`config.mk`:
```
export PLATFORM = sky130hd
export DESIGN_NAME = uart_rx
export DESIGN_NICKNAME = d
export VERILOG_FILES = /design/src/rtl/uart_rx.sv
export SDC_FILE = /design/constraint.sdc
export NUM_CORES = 1
export LEC_CHECK = 0
export ABC_AREA = 1
export BUFFER_PORTS_ARGS = -buffer_cell sky130_fd_sc_hd__buf_4
export CORE_ASPECT_RATIO = 1.5
export CORE_MARGIN = 4
export CORE_UTILIZATION = 63
export CTS_BUF_LIST = sky130_fd_sc_hd__clkbuf_16
export DETAILED_ROUTE_END_ITERATION = 8
export PLACE_DENSITY = 0.83
export SETUP_SLACK_MARGIN = 0.1
export SLEW_MARGIN = 20
export SYNTH_ARGS = -nofsm -noshare
export SYNTH_HDL_FRONTEND = slang
export SYNTH_SLANG_ARGS = --single-unit
```
`constraint.sdc`:
```
create_clock -name CLK -period 4.4 [get_ports CLK]
set_input_delay 0.88 -clock CLK [delete_from_list [all_inputs] [get_ports CLK]]
set_output_delay 0.88 -clock CLK [all_outputs]
set_load 0.02 [all_outputs]
```
`src/rtl/uart_rx.sv`:
```
// uart_rx: oversampling serial receiver for 8N1/8E1/8O1 frames.
// RX_IN is sampled three times around mid-bit and resolved by 2-of-3 vote;
// parity/stop errors are flagged and Data_valid pulses for each clean frame.
module uart_rx #(
    parameter int Out_Data_Width = 8,
    parameter int Prescale_Width = 6
) (
    input  logic                      CLK,
    input  logic                      RST,
    input  logic                      RX_IN,
    input  logic                      PAR_EN,
    input  logic                      PAR_TYP,
    input  logic [Prescale_Width-1:0] Prescale,
    output logic [Out_Data_Width-1:0] P_DATA,
    output logic                      Data_valid,
    output logic                      par_err,
    output logic                      stp_err
);

    localparam int BCW = (Out_Data_Width > 1) ? $clog2(Out_Data_Width) : 1;

    localparam logic [2:0] IDLE   = 3'd0;
    localparam logic [2:0] START  = 3'd1;
    localparam logic [2:0] DATA   = 3'd2;
    localparam logic [2:0] PARITY = 3'd3;
    localparam logic [2:0] STOP   = 3'd4;

    localparam logic [Prescale_Width-1:0] P_ONE    = Prescale_Width'(1);
    localparam logic [BCW-1:0]            B_ONE    = BCW'(1);
    localparam logic [BCW-1:0]            B_LAST   = BCW'(Out_Data_Width - 1);

    logic [2:0]                state_q, state_d;
    logic [Prescale_Width-1:0] edge_cnt_q, edge_cnt_d;
    logic [BCW-1:0]            bit_cnt_q, bit_cnt_d;
    logic [1:0]                samp_q, samp_d;
    logic                      bit_val_q, bit_val_d;
    logic [Out_Data_Width-1:0] data_q, data_d;
    logic                      valid_q, valid_d;
    logic [1:0]                err_q, err_d;
    logic [1:0]                error_flag_word_UART_Rx;

    logic [Prescale_Width-1:0] half;
    logic                      last_edge, at_s0, at_s1, at_s2, maj;

    assign half      = Prescale >> 1;
    assign last_edge = (edge_cnt_q == Prescale - P_ONE);
    assign at_s0     = (edge_cnt_q == half - P_ONE);
    assign at_s1     = (edge_cnt_q == half);
    assign at_s2     = (edge_cnt_q == half + P_ONE);
    assign maj       = (samp_q[0] & samp_q[1]) | (samp_q[0] & RX_IN) | (samp_q[1] & RX_IN);

    assign error_flag_word_UART_Rx = err_q;
    assign par_err    = error_flag_word_UART_Rx[1];
    assign stp_err    = error_flag_word_UART_Rx[0];
    assign P_DATA     = data_q;
    assign Data_valid = valid_q;

    // Next-state logic: bit timing, majority sampling, shifting and error flags.
    // The cycle in which IDLE sees the falling edge is counted as edge 0 of the
    // start bit, so the counter enters START at 1 and stays aligned to the line;
    // this keeps all three samples inside the bit even at Prescale = 4.
    // Decisions taken at the last edge use the _d flag/vote values so that the
    // third sample and the end of bit may coincide (Prescale = 4).
    always_comb begin
        state_d    = state_q;
        edge_cnt_d = edge_cnt_q;
        bit_cnt_d  = bit_cnt_q;
        samp_d     = samp_q;
        bit_val_d  = bit_val_q;
        data_d     = data_q;
        err_d      = err_q;
        valid_d    = 1'b0;

        if (state_q == IDLE) begin
            edge_cnt_d = '0;
            bit_cnt_d  = '0;
            if (!RX_IN) begin
                state_d    = START;
                edge_cnt_d = P_ONE;
                err_d      = '0;
            end
        end else begin
            edge_cnt_d = last_edge ? '0 : edge_cnt_q + P_ONE;
            if (at_s0) samp_d[0] = RX_IN;
            if (at_s1) samp_d[1] = RX_IN;
            if (at_s2) bit_val_d = maj;

            case (state_q)
                START: begin
                    if (last_edge) state_d = bit_val_d ? IDLE : DATA;
                end
                DATA: begin
                    if (at_s2) data_d = {maj, data_q[Out_Data_Width-1:1]};
                    if (last_edge) begin
                        if (bit_cnt_q == B_LAST) begin
                            bit_cnt_d = '0;
                            state_d   = PAR_EN ? PARITY : STOP;
                        end else begin
                            bit_cnt_d = bit_cnt_q + B_ONE;
                        end
                    end
                end
                PARITY: begin
                    if (at_s2) err_d[1] = maj ^ (^data_q) ^ PAR_TYP;
                    if (last_edge) state_d = err_d[1] ? IDLE : STOP;
                end
                STOP: begin
                    if (at_s2) err_d[0] = ~maj;
                    if (last_edge) begin
                        valid_d = ~err_d[1] & ~err_d[0];
                        state_d = IDLE;
                    end
                end
                default: state_d = IDLE;
            endcase
        end
    end

    // State and datapath registers with asynchronous active-low reset.
    always_ff @(posedge CLK or negedge RST) begin
        if (!RST) begin
            state_q    <= IDLE;
            edge_cnt_q <= '0;
            bit_cnt_q  <= '0;
            samp_q     <= '0;
            bit_val_q  <= 1'b0;
            data_q     <= '0;
            valid_q    <= 1'b0;
            err_q      <= '0;
        end else begin
            state_q    <= state_d;
            edge_cnt_q <= edge_cnt_d;
            bit_cnt_q  <= bit_cnt_d;
            samp_q     <= samp_d;
            bit_val_q  <= bit_val_d;
            data_q     <= data_d;
            valid_q    <= valid_d;
            err_q      <= err_d;
        end
    end

endmodule

```
Yosys cells after proc, flatten, opt, wreduce, memory -nomap -nowiden
Cells that the tools add are included.

Flip-flop bits (word level): 26. ROM bits: 0. Output and inout bits: 11. Word-level logic and storage cells: 88. Bits in latches: 0. Memory bits (writable): 0. Input bits: 11. Memories kept: 0.

Bitwise operators: 12. Shift operators: 0. $mul: 0. Reductions and logical operators: 13. Mux-type cells: 33. Order comparisons: 0. Equality and inequality tests: 15. Divide/modulo/power cells: 0. Add/sub/neg operators: 5.

Operator list (count): 2-to-1 mux 3 bit (13); equality test 6 bit (3); inequality test 3 bit (second input constant) (5); 2-to-1 mux 1 bit (14); 2-to-1 mux 6 bit (2); case mux 3 bit (4 select lines) (1); AND reduction 2 bit (5); nonzero test 2 bit (4); parity 8 bit (1); adder 5 x 1 -> 6 bit (second input constant) (1); adder 6 x 1 -> 6 bit (second input constant) (1); equality test 3 x 2 -> 1 bit (second input constant) (2); equality test 3 bit (second input constant) (2); equality test 6 x 5 -> 1 bit (1); 2-to-1 mux 2 bit (3); AND reduction 6 bit (1); subtractor 5 x 1 -> 6 bit (second input constant) (1); subtractor 6 x 1 -> 6 bit (second input constant) (1); bitwise AND 1 bit (4); inverter 1 bit (4); adder 3 x 1 -> 3 bit (second input constant) (1); equality test 3 x 1 -> 1 bit (second input constant) (1); zero test 3 bit (1); AND reduction 3 bit (1); 3 further kinds (5).

Depth between registers and ports, before layout
Gate-level depths: netlist of run 1.

Depth in word-level cells: 12. Depth in mapped cells: 14. Gate-level depth less buffers: 14.

Worst setup path before layout of run 1
No wires, ideal clock.

Path type: input-to-reg. Start point: input port Prescale[1]. End point: register data_q[3], in the netlist P_DATA[3]. Cell stages on the path: 10. Arrival time: 2.085 ns. Path buffers: 1. Required time: 4.281 ns. Setup slack: 2.196 ns. Cell sequence: inv_1 -> ha_1 -> xor2_1 -> nor2_4 -> nand3b_4 -> nor2_8 -> nand2_4 -> buf_6 -> nand2_2 -> o21ai_2.

Cells in the longest elaborated chain, start to end: 3.

Ends and longest elaborated chain: start: declaration (line 13) `input logic [Prescale_Width-1:0] Prescale,`; adder 5 x 1 -> 6 bit (line 49) `assign at_s2 = (edge_cnt_q == half + P_ONE);`; equality test 6 bit (line 49); AND reduction 3 bit (no source line); end signal: assignment (line 136) `data_q <= data_d;`; end: declaration (line 37) `logic [Out_Data_Width-1:0] data_q, data_d;`.

Every way passes these cells. A chain may end at the register's enable or synchronous reset.

Final worst setup path of run 1
Start point: input port Prescale[1]. End point: register bit_cnt_q[0].

Cells in the longest elaborated chain, start to end: 4.

Ends and longest elaborated chain: subtractor 6 x 1 -> 6 bit (line 46) `assign last_edge = (edge_cnt_q == Prescale - P_ONE);`; equality test 6 bit (line 46); nonzero test 2 bit (no source line); AND reduction 2 bit (no source line); end signal: assignment (line 133) `bit_cnt_q <= bit_cnt_d;`; end: declaration (line 34) `logic [BCW-1:0] bit_cnt_q, bit_cnt_d;`.

Every way passes these cells.

==> metrics.log, run 1 <==
INFO  metric final_layout_size_suffix_gt1_share = 14.7%
INFO  metric worst-endpoint-required = ~4600 ps
INFO  metric cp-startpoint = Prescale[1]
INFO  metric ys_types = 32
INFO  metric post_synth.cell_area_avg = 6.67 um2
INFO  metric critical_path_arrival = 2490 ps
INFO  metric fp.dieH = 77.2 um
INFO  metric post-layout-total-power = 954 uW
INFO  metric cts.clk_slew.worst_paths = approximately 70 ps
INFO  metric r2r_start = edge_cnt_q[4]
INFO  metric grt_util_all_layers = 24.4%
INFO  metric antennaDiodeCount = 0
INFO  metric yosys_warnings = 0
INFO  metric netlist_top_cells_area = sky130_fd_sc_hd__dfrtp_1, sky130_fd_sc_hd__nand2_1, sky130_fd_sc_hd__inv_1
INFO  metric dieWidth = 54.2 um
INFO  metric ir_drop = 0.000360 V
INFO  metric async_flop_share = 100%
INFO  metric cpMaxStageDelayCell = sky130_fd_sc_hd__ha_1
INFO  metric clock_tree.buffer_depth = 2
INFO  metric cell_internal_pwr = slightly below 600 uW
INFO  metric grt_antenna_before_repair = 0
INFO  metric residual_overflow_from_global_routing = 0
INFO  metric post_cts_setup_driven_buffer_insertion_count = 0
INFO  metric placed_cells = 361
INFO  metric worst_skew_pair.late_latency = 260 ps
INFO  metric critical_path_startpoint_category = primary input
INFO  metric initial_utilization = 67.0%
INFO  metric edff_count_synth = 0
INFO  metric worstPathMaxFanout = 6
INFO  metric detailedRoute.firstIterationViolations = between 50 and 60
INFO  metric grt_pass1_wl = 7880 um
INFO  metric number_of_global_route_vias_before_repair = ~1.9k
INFO  metric detail_route.wl_per_cell = between 10 and 15 um
INFO  metric post_drt_via_cell_ratio = approximately 5.2
INFO  metric detailroute.via_count = 1,907
INFO  metric gpl.final_weighted_congestion = 0.916
INFO  metric fin_crit_sh = 53.1%
INFO  metric fin_cells = 365
INFO  metric port-buffer-count = 21
INFO  metric design.portCount = 22
INFO  metric setup_slack = 2060 ps
INFO  metric cellLeakagePower = 1.32 nW
INFO  metric synthFlopType = sky130_fd_sc_hd__dfrtp_1
INFO  metric cts_root_buffer = sky130_fd_sc_hd__clkbuf_16
INFO  metric placement_rows = 24
INFO  metric syn-num-nets = 320
INFO  metric core_region_area = roughly 3000 um2
INFO  metric critical_path_class = primary input to register
INFO  metric path_common_cell = sky130_fd_sc_hd__nand2_1
INFO  metric setup_viol = 0
INFO  metric yosys.area.top_type = sky130_fd_sc_hd__dfrtp_1
INFO  metric met2RoutedLength = 2440 um
INFO  metric sw_share = 39.0%
INFO  metric layout.cells.most_common = sky130_fd_sc_hd__nand2_1
INFO  metric routedLengthMet1 = 1780 um
INFO  metric critical_path.n_buffers_inverters = 2
INFO  metric drtAntennaViolNets = 0
INFO  metric dp_slack = ~1800 ps
INFO  metric post_synth_top_area_share = 32.3%
INFO  metric maxClockFrequency = 428 MHz
INFO  metric share_of_total_power_in_sequential_cells = 33.8%
INFO  metric cts_tree = built
INFO  metric grt_start_max_net_pins = 27
INFO  metric floorplan.die_area = 4180 um2
INFO  metric met3RoutedLength = 179 um
INFO  metric finalHoldViolations = 0
INFO  metric hpwl_after_dpl = around 3500 um
INFO  metric status = complete, no violations
INFO  metric nFillCells = around 250
INFO  metric final_stage_net_count = 345
INFO  metric crit_chain = buf_4 -> inv_1 -> ha_1 -> nand3_1 -> nor2_1 -> nand3_1 -> nand2_1 -> nand3_1 -> nand2_1 -> nand2_1 -> nand2_1 -> o31ai_1
INFO  metric worst_slack_on_hold_paths = around 500 ps
INFO  metric route.final.wire_length = 4510 um
INFO  metric final.setup.tns = 0 ps
INFO  metric crit_family = simple AND/OR/NAND/NOR gates
INFO  metric area_growth = 14.9%
INFO  metric timing.clock.skew = between 2 and 2.5 ps
INFO  metric ys_seq_area_share = 32.3%
INFO  metric p_sw = between 300 and 400 uW
INFO  metric unrepaired_setup_endpoints_after_global_routing = no
INFO  metric worst_pin_slew = 457 ps
INFO  metric most_frequent_cells_in_the_layout = sky130_fd_sc_hd__nand2_1, sky130_fd_sc_hd__inv_1, sky130_fd_sc_hd__dfrtp_1
INFO  metric critical_path.endpoint_type = register
INFO  metric netlist_instances = 302
INFO  metric post-route-drc-count = 0
INFO  metric hold_class = register to register
INFO  metric max_stage_delay = 290 ps
INFO  metric hold_buffers = 0
INFO  metric cap_violations = 0
INFO  metric route.top_layer_used = met4
INFO  metric max_slew_margin = 69.4%
INFO  metric power_density = around 410 nW/um2
INFO  metric cts_buffers = 3
INFO  metric min-delay-start = bit_cnt_q[1]
INFO  metric syn_area = 2010 um2
INFO  metric power_frac_comb = between 30% and 40%
INFO  metric clkPwrFrac = 27.9%
INFO  metric number_of_pins_exceeding_their_max_slew_limit_in_the_final_report = 0
INFO  metric ctsHtreeMaxLevel = 1
INFO  metric drt_pass1_iterations = 4
INFO  metric clock-sinks = 26
INFO  metric ys_ff_latch = 26
INFO  metric post_cts_resize_count = 0
INFO  metric period_needed = about 2300 ps
## cell type report
type	count	area [um2]	share of cell area (%)
Clock buffer	3	75.1	3.24
Clock inverter	1	30.0	1.30
Inverter	44	165	7.14
Multi-Input combinational cell	231	1190	51.3
Sequential cell	26	651	28.1
Tap cell	39	48.8	2.11
Timing Repair Buffer	21	158	6.81
## metal layers
metal / up-vias / global-route usage [%]
met4: 0 / 8.23
met2: 43 / 45.9
met3: 14 / 1.94
met1: 873 / 26.7
met5: - / 0
li1: 977 / -
## synth_stat cells, drive strengths merged (4+ instances only)
library cell / number
xor2: 9
nor2: 28
dfrtp: 26
ha: 7
xnor2: 4
inv: 44
a21oi: 4
nand4: 5
nand3: 20
nand2: 130
o21ai: 13
## final timing paths
kind / slack, ps / cells after the start / endpoint
setup / recovery: 2060 / 12 / bit_cnt_q[0]
hold / removal: 500 / 2 / bit_cnt_q[1]
setup reg to reg: 2630 / 11 / P_DATA[0]
hold reg to reg: 500 / 2 / bit_cnt_q[1]
max in group asynchronous: 3610 / 1 / P_DATA[0]
min in group asynchronous: 520 / 1 / P_DATA[5]
## flip-flops by register name, indices dropped and copies added (netlist names)
| register | count |
|---|---|
| bit_cnt_q | 3 |
| state_q | 3 |
| edge_cnt_q | 6 |
| P_DATA | 8 |
| err_q | 2 |
| samp_q | 2 |
| bit_val_q | 1 |
| Data_valid | 1 |
## kinds of logic after synthesis
logic type	count (synthesis)	synth area share [%]
AO/OA/AOI/OAI	22	7.15
flip-flops	26	32.3
adder cells (fa/ha/maj)	7	4.35
XOR/XNOR	13	6.03
buffers and inverters	45	8.76
AND/OR/NAND/NOR	189	41.4
## per-stage QoR
stage                     instance area [um2]  utilization (%)
after floorplan                          2010                -
after global placement                   2210             73.5
after detailed placement                 2210             73.5
after CTS                                2310             77.0
after global routing                     2310             77.0
final                                    2310             77.0
## power groups by stage
stage / Sequential, mW / Clock [mW] / Combinational (mW)
5_1_grt: 0.327 / 0.278 / 0.419
6_report: 0.322 / 0.267 / 0.366
3_3_place_gp: 0.326 / 0 / 0.354
4_1_cts: 0.321 / 0.270 / 0.365
2_1_floorplan: 0.317 / 0 / 0.275
3_5_place_dp: 0.325 / 0 / 0.358
## tightest hold or removal path: cells and delay by family, from the launching register on
family	cells	cell delay, ps
compound gates	1	60
flops	1	350
simple gates	1	50
(Power assumes the default switching activity.)
==> inputs of run 2 (changes only) <==
--- a/config.mk
+++ b/config.mk
@@ -9,10 +9,10 @@
 export BUFFER_PORTS_ARGS = -buffer_cell sky130_fd_sc_hd__buf_4
 export CORE_ASPECT_RATIO = 1.5
 export CORE_MARGIN = 4
-export CORE_UTILIZATION = 63
+export CORE_UTILIZATION = 59
 export CTS_BUF_LIST = sky130_fd_sc_hd__clkbuf_16
 export DETAILED_ROUTE_END_ITERATION = 8
-export PLACE_DENSITY = 0.83
+export PLACE_DENSITY = 0.78
 export SETUP_SLACK_MARGIN = 0.1
 export SLEW_MARGIN = 20
 export SYNTH_ARGS = -nofsm -noshare
==> constraint.sdc (replaced) <==
create_clock -name CLK -period 2.3 [get_ports CLK]
set_input_delay 0.46 -clock CLK [delete_from_list [all_inputs] [get_ports CLK]]
set_output_delay 0.46 -clock CLK [all_outputs]
set_load 0.02 [all_outputs]
==> metrics.log, run 2 (same netlist as run 1, synthesis figures left out) <==
INFO  metric initial_utilization = 62.5% (-4.6 points)
INFO  metric power_frac_comb = 38.4% (about the same)
INFO  metric detail_route.wl_per_cell = 11.8 um (-4.1%)
INFO  metric path_common_cell = sky130_fd_sc_hd__nand2_1
INFO  metric max_slew_margin = 69.3% (-0.16 points)
INFO  metric post_cts_resize_count = 0 (unchanged)
INFO  metric cts.clk_slew.worst_paths = 70 ps (about the same)
INFO  metric met3_usage = 3.07% (+1.1 points)
INFO  metric r2r_setup_slack = 540 ps (-2090 ps)
INFO  metric worstPathMaxFanout = 6 (unchanged)
INFO  metric post_drt_via_cell_ratio = 5.11 (-2.2%)
INFO  metric setup_viol = 0 (unchanged)
INFO  metric worst_slack_on_hold_paths = 95.8 ps (-399 ps)
INFO  metric final_layout_size_suffix_gt1_share = 14.7% (unchanged)
INFO  metric post-route-drc-count = 0 (unchanged)
INFO  metric timing.clock.skew = 6.29 ps (+3.84 ps)
INFO  metric period_needed = 1910 ps
INFO  metric clkPwrFrac = 27.8% (about the same)
INFO  metric cell_internal_pwr = 1.11 mW (+91%)
INFO  metric dp_slack = 113 ps (-1670 ps)
INFO  metric p_sw = 706 uW (+90%)
INFO  metric placed_cells = 362 (+0.28%)
INFO  metric cap_violations = 0 (unchanged)
INFO  metric final_stage_net_count = 345 (unchanged)
INFO  metric most_frequent_cells_in_the_layout = sky130_fd_sc_hd__nand2_1, sky130_fd_sc_hd__inv_1, sky130_fd_sc_hd__dfrtp_1
INFO  metric fin_cells = 366 (+0.27%)
INFO  metric layout.cells.most_common = sky130_fd_sc_hd__nand2_1
INFO  metric core_region_area = 3220 um2 (+7.3%)
INFO  metric ctsHtreeMaxLevel = 1 (unchanged)
INFO  metric number_of_pins_exceeding_their_max_slew_limit_in_the_final_report = 0 (unchanged)
INFO  metric grt.met2_usage = 40.0% (-5.9 points)
INFO  metric hold_buffers = 0 (unchanged)
INFO  metric clock-sinks = 26 (unchanged)
INFO  metric gpl.final_weighted_congestion = 0.920 (+0.49%)
INFO  metric critical_path_startpoint_category = primary input
INFO  metric cellLeakagePower = 1.32 nW (unchanged)
INFO  metric grt_util_all_layers = 21.6% (-2.9 points)
INFO  metric area_growth = 15.0% (about the same)
INFO  metric antennaDiodeCount = 0 (unchanged)
INFO  metric fp.dieH = 79.5 um (+3.0%)
INFO  metric worst_pin_slew = 456 ps (-0.750 ps)
INFO  metric maxClockFrequency = 524 MHz
INFO  metric design.portCount = 22 (unchanged)
INFO  metric drt_pass1_iterations = 4 (unchanged)
INFO  metric r2r_cells = 12 (+1)
INFO  metric grt_busiest_layer = met2
INFO  metric clock_tree.buffer_depth = 2 (unchanged)
INFO  metric critical_path.n_buffers_inverters = 3 (+1)
INFO  metric grt_antenna_before_repair = 0 (unchanged)
INFO  metric drtAntennaViolNets = 0 (unchanged)
INFO  metric ir_drop = 0.000669 V (+86%)
INFO  metric hold_class = primary input to async pin
INFO  metric setup_slack = 392 ps (-1670 ps)
INFO  metric number_of_global_route_vias_before_repair = 1,839 (-4.6%)
INFO  metric final_util = 71.8% (-5.2 points)
INFO  metric max_stage_delay = 300 ps (about the same)
INFO  metric post_cts_setup_driven_buffer_insertion_count = 0 (unchanged)
INFO  metric gr-usage-met1 = 24.7% (-2.0 points)
INFO  metric hpwl_after_dpl = 3410 um (-2.2%)
INFO  metric cts_root_buffer = sky130_fd_sc_hd__clkbuf_16
INFO  metric cts_buffers = 3 (unchanged)
INFO  metric share_of_total_power_in_sequential_cells = 33.8% (about the same)
INFO  metric residual_overflow_from_global_routing = 0 (unchanged)
INFO  metric grt_start_max_net_pins = 27 (unchanged)
INFO  metric detailroute.via_count = 1,871 (-1.9%)
INFO  metric worst-endpoint-required = 2440 ps (-2110 ps)
INFO  metric dieWidth = 55.7 um (+2.8%)
INFO  metric final.setup.tns = 0 ps (unchanged)
INFO  metric grt_pass1_wl = 7740 um (-1.8%)
INFO  metric finalHoldViolations = 0 (unchanged)
INFO  metric unrepaired_setup_endpoints_after_global_routing = no
INFO  metric placement_rows = 25 (+4.2%)
INFO  metric capture_point_of_the_worst_reg_to_reg_path = state_q[2]
INFO  metric power_density = 786 nW/um2 (+90%)
INFO  metric critical_path_class = primary input to register
INFO  metric status = complete, no violations
INFO  metric crit_family = simple AND/OR/NAND/NOR gates
INFO  metric cpMaxStageDelayCell = sky130_fd_sc_hd__ha_1
INFO  metric fin_crit_sh = between 80 and 90%
INFO  metric detailedRoute.firstIterationViolations = 68 (+15%)
INFO  metric flip_flop_count_of_the_largest_register_all_copies_and_words_added = 8 (unchanged)
INFO  metric crit_chain = buf_4 -> inv_1 -> ha_1 -> inv_1 -> nand2_1 -> nand2_1 -> nor2_1 -> nand3_1 -> nor2_2 -> nand3_1 -> nand2_1 -> nand2_1 -> nand2_1 -> o21ai_0
INFO  metric worst_skew_pair.late_latency = 260 ps (about the same)
INFO  metric port-buffer-count = 21 (unchanged)
INFO  metric route.final.wire_length = 4340 um (-3.9%)
INFO  metric cts_tree = built
INFO  metric sw_share = 38.8% (-0.19 points)
INFO  metric critical_path.endpoint_type = register
INFO  metric critical_path_arrival = 2050 ps (-440 ps)
INFO  metric r2r_start = edge_cnt_q[4]
INFO  metric floorplan.die_area = 4430 um2 (+5.9%)
## run 2: cell counts in the layout (fill, tap and decap cells not counted)
Identical to the previous run, type by type.
## run 2: per-layer routing
metal	wire length (um)	vias to the layer above
li1	-	982
met1	1780	831
met2	2270	44
met3	160	14
met4	127	0
met5	0	-
## run 2: final cells by class
| class | count | area [um2] |
|---|---|---|
| sequential | 26 | 651 |
| timing repair buffer | 21 | 158 |
| inverter | 44 | 165 |
| fill | 304 | 907 |
| multi-input combinational | 231 | 1190 |
| tap | 40 | 50.0 |
| clock inverter | 1 | 30.0 |
| clock buffer | 3 | 75.1 |
## run 2: power by group through the flow
stage          combinational (mW)  clock (mW)  sequential, mW
4_1_cts                     0.699       0.520           0.616
2_1_floorplan               0.527           0           0.606
3_5_place_dp                0.690           0           0.625
3_3_place_gp                0.680           0           0.624
6_report                    0.698       0.505           0.615
5_1_grt                     0.812       0.531           0.627
## run 2: worst max path at each step
stage / end / startpoint / depth (start not counted) / slack (ps)
2_1_floorplan: P_DATA[3] / Prescale[1] / 10 / 520
3_3_place_gp: bit_cnt_q[0] / Prescale[1] / 13 / 160
3_5_place_dp: bit_cnt_q[1] / Prescale[1] / 14 / 110
4_1_cts: bit_cnt_q[0] / Prescale[1] / 14 / 390
5_1_grt: bit_cnt_q[2] / Prescale[1] / 14 / 160
6_report: bit_cnt_q[1] / Prescale[1] / 14 / 390
## run 2: through the flow
| stage | area, um2 | power (mW) |
|---|---|---|
| floorplan | 2010 | 1.13 |
| global placement | 2210 | 1.30 |
| detailed placement | 2210 | 1.32 |
| CTS | 2310 | 1.84 |
| global route | 2310 | 1.97 |
| finish | 2310 | 1.82 |
## run 2: worst register-to-register path, stage by stage (launching register included)
cell,delay (ps)
sky130_fd_sc_hd__dfrtp_1,420
sky130_fd_sc_hd__inv_1,140
sky130_fd_sc_hd__nand2_1,60
sky130_fd_sc_hd__nand2_1,130
sky130_fd_sc_hd__inv_1,90
sky130_fd_sc_hd__nand2_1,100
sky130_fd_sc_hd__nand4_2,160
sky130_fd_sc_hd__nor2_8,180
sky130_fd_sc_hd__nand3_1,100
sky130_fd_sc_hd__nand2_1,90
sky130_fd_sc_hd__nand2_1,50
sky130_fd_sc_hd__nand2_1,60
sky130_fd_sc_hd__nand2_1,60
